==> src/rtl/transform_vertex_sequencer.sv <==
// Splits transform setup beats into three vertex beats, each paired with the model and camera transforms.
// Optional triangle statistics counter is built when SEQ_STATS_EN is defined.
package transform_vertex_sequencer_pkg;
    localparam int unsigned COORD_W  = 16;
    localparam int unsigned COLOR_W  = 12;
    localparam int unsigned XF_ELEMS = 12;

    typedef struct packed {
        logic [COORD_W-1:0] x;
        logic [COORD_W-1:0] y;
        logic [COORD_W-1:0] z;
        logic [COLOR_W-1:0] color;
    } vertex_t;

    typedef struct packed {
        vertex_t v0;
        vertex_t v1;
        vertex_t v2;
    } triangle_t;

    typedef struct packed {
        logic [XF_ELEMS-1:0][COORD_W-1:0] m;
    } transform_t;

    typedef struct packed {
        triangle_t  triangle;
        transform_t model_transform;
        logic       model_transform_valid;
        transform_t camera_transform;
        logic       camera_transform_valid;
    } transform_setup_t;
endpackage

module transform_vertex_sequencer
    import transform_vertex_sequencer_pkg::*;
#(
    parameter int unsigned CNT_W = 16
) (
    input  logic             clk,
    input  logic             rst,
    input  logic             in_valid,
    output logic             in_ready,
    input  transform_setup_t setup_in,
    input  logic             frame_clear,
    output logic             vtx_valid,
    input  logic             vtx_ready,
    output vertex_t          vtx_out,
    output logic [1:0]       vtx_idx,
    output logic             vtx_last,
    output transform_t       model_out,
    output transform_t       camera_out,
    output logic             camera_loaded,
    output logic             err_no_cam,
    output logic [CNT_W-1:0] tri_count
);

    typedef enum logic [1:0] {IDLE, EMIT_V0, EMIT_V1, EMIT_V2} state_e;

    state_e     state_q;
    transform_t cam_q;
    triangle_t  tri_q;
    logic       camera_loaded_q;
    logic       err_q;
    logic       vtx_valid_q;
    vertex_t    vtx_out_q;
    logic [1:0] vtx_idx_q;
    logic       vtx_last_q;
    transform_t model_out_q;
    transform_t camera_out_q;

    logic       accept;
    logic       cam_take;
    logic       tri_take;
    logic       tri_drop;
    logic       vtx_hs;
    transform_t cam_d;

    assign in_ready = (state_q == IDLE) && !rst;

    // A triangle may use a camera arriving on the same beat.
    always_comb begin
        accept   = in_valid && in_ready;
        cam_take = accept && setup_in.camera_transform_valid;
        tri_take = accept && setup_in.model_transform_valid
                   && (camera_loaded_q || setup_in.camera_transform_valid);
        tri_drop = accept && setup_in.model_transform_valid
                   && !camera_loaded_q && !setup_in.camera_transform_valid;
        vtx_hs   = vtx_valid_q && vtx_ready;
        cam_d    = setup_in.camera_transform_valid ? setup_in.camera_transform : cam_q;
    end

    always_ff @(posedge clk) begin
        if (rst) begin
            state_q         <= IDLE;
            cam_q           <= '0;
            tri_q           <= '0;
            camera_loaded_q <= 1'b0;
            err_q           <= 1'b0;
            vtx_valid_q     <= 1'b0;
            vtx_out_q       <= '0;
            vtx_idx_q       <= 2'd0;
            vtx_last_q      <= 1'b0;
            model_out_q     <= '0;
            camera_out_q    <= '0;
        end else begin
            // A camera accept overrides a coincident frame_clear.
            if (cam_take) begin
                cam_q           <= setup_in.camera_transform;
                camera_loaded_q <= 1'b1;
            end else if (frame_clear) begin
                camera_loaded_q <= 1'b0;
            end

            if (tri_drop) begin
                err_q <= 1'b1;
            end

            case (state_q)
                IDLE: begin
                    if (tri_take) begin
                        tri_q        <= setup_in.triangle;
                        model_out_q  <= setup_in.model_transform;
                        camera_out_q <= cam_d;
                        vtx_valid_q  <= 1'b1;
                        vtx_out_q    <= setup_in.triangle.v0;
                        vtx_idx_q    <= 2'd0;
                        vtx_last_q   <= 1'b0;
                        state_q      <= EMIT_V0;
                    end
                end
                EMIT_V0: begin
                    if (vtx_hs) begin
                        vtx_out_q <= tri_q.v1;
                        vtx_idx_q <= 2'd1;
                        state_q   <= EMIT_V1;
                    end
                end
                EMIT_V1: begin
                    if (vtx_hs) begin
                        vtx_out_q  <= tri_q.v2;
                        vtx_idx_q  <= 2'd2;
                        vtx_last_q <= 1'b1;
                        state_q    <= EMIT_V2;
                    end
                end
                EMIT_V2: begin
                    if (vtx_hs) begin
                        vtx_valid_q <= 1'b0;
                        vtx_last_q  <= 1'b0;
                        state_q     <= IDLE;
                    end
                end
                default: state_q <= IDLE;
            endcase
        end
    end

    assign vtx_valid     = vtx_valid_q;
    assign vtx_out       = vtx_out_q;
    assign vtx_idx       = vtx_idx_q;
    assign vtx_last      = vtx_last_q;
    assign model_out     = model_out_q;
    assign camera_out    = camera_out_q;
    assign camera_loaded = camera_loaded_q;
    assign err_no_cam    = err_q;

`ifdef SEQ_STATS_EN
    logic [CNT_W-1:0] tri_count_q;

    // Saturating count of completed triangles; frame_clear restarts it.
    always_ff @(posedge clk) begin
        if (rst) begin
            tri_count_q <= '0;
        end else if (frame_clear) begin
            tri_count_q <= '0;
        end else if ((state_q == EMIT_V2) && vtx_hs && (tri_count_q != {CNT_W{1'b1}})) begin
            tri_count_q <= tri_count_q + CNT_W'(1);
        end
    end

    assign tri_count = tri_count_q;
`else
    assign tri_count = '0;
`endif

endmodule

==> config.mk <==
export PLATFORM = sky130hd
export DESIGN_NAME = transform_vertex_sequencer
export DESIGN_NICKNAME = d
export VERILOG_FILES = /design/src/rtl/transform_vertex_sequencer.sv
export SDC_FILE = /design/constraint.sdc
export NUM_CORES = 2
export LEC_CHECK = 0
export ABC_AREA = 1
export CAP_MARGIN = 10
export CELL_PAD_IN_SITES_DETAIL_PLACEMENT = 0
export CELL_PAD_IN_SITES_GLOBAL_PLACEMENT = 1
export CORE_AREA = 3 3 400 402
export DETAILED_ROUTE_END_ITERATION = 8
export DIE_AREA = 0 0 403 405
export GPL_ROUTABILITY_DRIVEN = 0
export PLACE_DENSITY = 0.58
export SYNTH_ARGS = -nofsm -noshare
export SYNTH_HDL_FRONTEND = slang
export SYNTH_SLANG_ARGS = --single-unit
==> constraint.sdc <==
create_clock -name clk -period 2.05 [get_ports clk]
set_input_delay 0.205 -clock clk [delete_from_list [all_inputs] [get_ports clk]]
set_output_delay 0.205 -clock clk [all_outputs]
set_load 0.05 [all_outputs]
# Word-level counts from Yosys, hierarchy flattened
# Index checks and enable logic that the tools add are counted.
# classes
eq_ne	7
mux	21
n_reduce_logical	22
# op_table
cell	count
192-bit 2-to-1 mux	1
60-bit 2-to-1 mux	3
60-bit one-hot mux with 3 select lines	1
2-bit 2-to-1 mux	6
4-bit AND reduction	3
1-bit logical AND	8
2-bit inequality test, second input constant	4
2-bit one-hot mux with 4 select lines	1
1-bit 2-to-1 mux	6
2-bit one-hot mux with 3 select lines	1
3-bit nonzero test	2
2-bit == test, second input constant	2
2-bit nonzero test	2
1-bit logical NOT	3
1-bit one-hot mux with 3 select lines	1
3-bit AND reduction	1
2-bit by 1-bit == test with 1-bit output, second input constant	1
2-bit logical NOT	1
1-bit one-hot mux with 2 select lines	1
2-bit AND reduction	1
1-bit logical OR	1
# totals
register_bits	764
out_inout_bits	467
word_cells	104

# Logic depth before layout (Yosys ltp)
# logic_depth
word_depth	7
ltp_mapped	10

# Worst setup path before layout
# No wires, ideal clock.
# synth_path
path_kind	register to register
from	reg state_q[0]
to	reg cam_q[51] (netlist name)
arrival_time_ns	2.233
path_slack_ns	-0.312
path_stages_with_launch	10
synth_period_minus_slack_ns	2.362
path_cell_list	dfxtp_1 -> inv_1 -> ha_1 -> inv_1 -> nor2_1 -> nand3_2 -> buf_2 -> clkbuf_1 -> o21ai_0 -> a21oi_1
# synth_via
elab_chain_cells	4
# synth_rtl
element	line_no	source
start, declared	59	state_e state_q;
start signal, assigned	94	state_q <= IDLE;
start signal, assigned	128	state_q <= EMIT_V0;
start signal, assigned	135	state_q <= EMIT_V1;
2-bit logical NOT	78	assign in_ready = (state_q == IDLE) && !rst;
1-bit logical AND	78	
named net in_ready	42	output logic in_ready,
1-bit logical AND	82	accept = in_valid && in_ready;
1-bit logical AND	83	cam_take = accept && setup_in.camera_transform_valid;
end signal, assigned	108	cam_q <= setup_in.camera_transform;
end, declared	60	transform_t cam_q;
# The timed path passes the listed nets, and every way through them passes these cells.
# A chain may end at the register's enable or synchronous reset.

# Worst setup path after layout
# layout_path
from	reg vtx_out_q (netlist bit vtx_out[15])
to	out vtx_out[15] (netlist name)
# layout_rtl
element	line_no	source
start, declared	65	vertex_t vtx_out_q;
start signal, assigned	125	vtx_out_q <= setup_in.triangle.v0;
start signal, assigned	133	vtx_out_q <= tri_q.v1;
start signal, assigned	140	vtx_out_q <= tri_q.v2;
end, declared	47	output vertex_t vtx_out,
# No word-level cell between the ends.

==> impl_metrics.yaml <==
outcome:
  outcome: "complete, no violations"
floorplan:
  dieArea_sq_um: 163000
  io-pin-count: 1038
  die_y_um: 405
  die_w_um: 403
  rows: 145
  start_util_pct: 18.8
  core_region_area_sq_um: 156000
global_routing:
  antenna_found_initial: 35
  grt_pass1_vias: 28100
  grt_use_total_pct: 15.6
  grt_pass1_wl_mm: 192
  grt_max_degree: 95
  overflow: 0
worst_setup_path:
  cp.required_ns: 1.85
  path_buf_inv: 1
  crit_slowest_cell: "dlygate4sd2_1"
  worstPathCellList: "dlygate4sd2_1"
  end_kind: "output port"
  slowest_delay_ns: 0.58
  critPathKind: "reg -> out"
  crit_path_start_kind: "flip-flop"
  critPathTopFamily: "buffers and inverters"
  cp.arrival_ns: 1.76
  cp_max_fo: 2
layout:
  ff_latch_area_sq_um: 15300
  finalInstanceArea_sq_um: 45500
  syn_to_final_growth_pct: 54.2
  num-nets-final: 5469
  multi_input_area_sq_um: 11600
  fill_cells: 17000
  finalCoreUtilization_pct: 29.1
  post_route_cells_drive_above_1_share_pct: 8.20
drt:
  drtIter0Drc: 1849
  vias_per_cell: 4.20
  vias: 29600
  wl_per_cell_um: 19.1
  ant_nets: 0
  drc_errors: 0
  drtPass1Iterations: 5
  routed_wl_mm: 134
logic_synthesis:
  yosys.area.top_type_share_pct: 51.9
  synth_ff_type: "dfxtp_1"
  ys_ff_latch: 764
  synth-edff-count: 0
  syn-cell-area_sq_um: 29500
  synth_common_cells: "o21ai_0, dfxtp_1, nor2_1, nand2_1, inv_1"
  ys_async_sr_fraction_pct: 0
  ys_warn_count: 0
  yosys-top-cells-area: "dfxtp_1, o21ai_0, nor2_1"
  synth.distinct_cells: 26
  syn_area_per_cell_sq_um: 7.51
  ys_seq_area_share_pct: 51.9
  yosys.area.top_type: "dfxtp_1"
  synthMostInstantiatedCell: "o21ai_0"
  synth_cells: 3927
clock_network:
  cts.sinks: 764
  cts_root_buf: "clkbuf_16"
  tritoncts: "yes"
  h-tree-depth: 3
  clockBufferDepth: 3
  cts_buffers: 92
  cts.reportedPaths.clkPinSlew_ns: 0.06
  clk_latency_ns: 0.68
timing:
  slew_viol_final: 0
  clock.fmax_mhz: 510
  worstMarginPinSlew_ns: 0.643
  timing.final.hold_violations: 0
  fin_crit_sh_pct: 95.6
  skew_ns: 0.0357
  tns_ns: 0
  finalSetupViolCount: 0
  rsz0062_at_grt: "no"
  period_minus_slack_ns: 1.96
  max_slew_margin_pct: 57.3
power_and_ir_drop:
  netSwitchingFraction_pct: 36.0
  p_int_mw: 31.6
  p_comb_share_pct: 29.7
  leakage_nw: 19.1
  pwr-share-clk_pct: 34.8
  power.switching_mw: 17.7
  p_seq_share_pct: 35.6
  ir_worst_vdd_mv: 0.890
  p_per_area_nw_per_um2: 1080
placed_design:
  numPortBuffers: 1021
  place_area_sq_um: 42700
  dp_hpwl_mm: 98.2
min_path:
  hold_class: "in -> reg"
flow_run:
  cap_violations: 0
[per-layer routing]
layer  GRT usage, %  up-vias  routed length, um
li1               -    14800                  -
met1           19.5    13600              58100
met2           25.1      899              61300
met3           5.36      193              10800
met4           4.54       26               3670
met5              0        -                180
[flip-flops by register name, summed over array words and instances, names as in the netlist]
register,cells
tri_q,120
cam_q,192
vtx_idx,2
model_out,192
err_no_cam,1
state_q,2
camera_out,192
vtx_last,1
camera_loaded,1
vtx_out,60
vtx_valid,1
[worst min-delay path: stages]
cell and delay (ns):
clkdlybuf4s50_1 0.39, nor2_1 0.10, nor2_1 0.05
[metrics by stage]
step                      hold slack [ns]  setup slack, ns  power, mW  cells
after detailed placement            0.434           -0.156       33.2   6853
after global routing               0.0235          0.00139       51.8   7024
after floorplan                     0.274            0.178       26.3   3942
after CTS                         0.00488           0.0104       50.1   7018
after global placement              0.430           -0.182       33.2   6853
final                              0.0948           0.0897       49.3   7035
[kinds of logic after synthesis]
family                   after synthesis  share of synthesized area (%)
buffers and inverters                664                           9.15
adder cells (fa/ha/maj)                7                          0.297
AO/OA/AOI/OAI                       1389                           24.5
other                                  1                         0.0127
flip-flops                           764                           51.9
AND/OR/NAND/NOR                     1102                           14.2
[timing repair]
item                       in CTS  in global routing
setup buffers                   0                  1
setup endpoints to repair     385                 10
hold endpoints to repair        2                  0
hold buffers                    1                  0
pin swaps                       0                  2
resized for setup             386                  6
[power groups by stage]
stage	Combinational, mW	Clock (mW)	Sequential (mW)
floorplan	4.79	0	21.5
global placement	15.3	0	17.9
detailed placement	15.3	0	17.9
CTS	14.8	17.8	17.5
global route	15.7	18.3	17.7
finish	14.6	17.1	17.5
[area by class of cell]
cell class | count | share of cell area, %
Antenna cell | 16 | 0.0881
Clock buffer | 139 | 6.07
Clock inverter | 25 | 0.930
Inverter | 322 | 2.70
Multi-Input combinational cell | 2514 | 25.5
Sequential cell | 764 | 33.6
Tap cell | 2058 | 5.66
Timing Repair Buffer | 1197 | 25.4
[placed cells by master (no fill, tap or decap), types with 2 or more instances in the layout]
cell type	n
o21ai_0	844
dfxtp_1	763
nor2_1	572
clkdlybuf4s50_1	569
nand2_1	517
dlygate4sd2_1	383
a21oi_1	319
inv_1	315
a31oi_1	192
buf_4	190
clkbuf_16	93
buf_12	53
o21ai_1	32
clkbuf_8	26
clkbuf_1	20
diode_2	16
conb_1	16
clkinv_2	10
bufinv_16	7
nand3_1	5
ha_1	4
inv_2	3
clkinv_16	3
nor2_4	2
inv_8	2
ha_2	2
inv_16	2
[path summary, 6_finish.rpt]
check           startpoint             end  slack [ns]  cells after the start
max            vtx_out[15]     vtx_out[15]        0.09                      1
max reg2reg     state_q[1]   camera_out[8]        0.17                      9
min reg2reg      cam_q[28]       cam_q[28]        0.44                      2
min          setup_in[353]  model_out[159]        0.09                      3
Power figures use the tool's default switching activity.
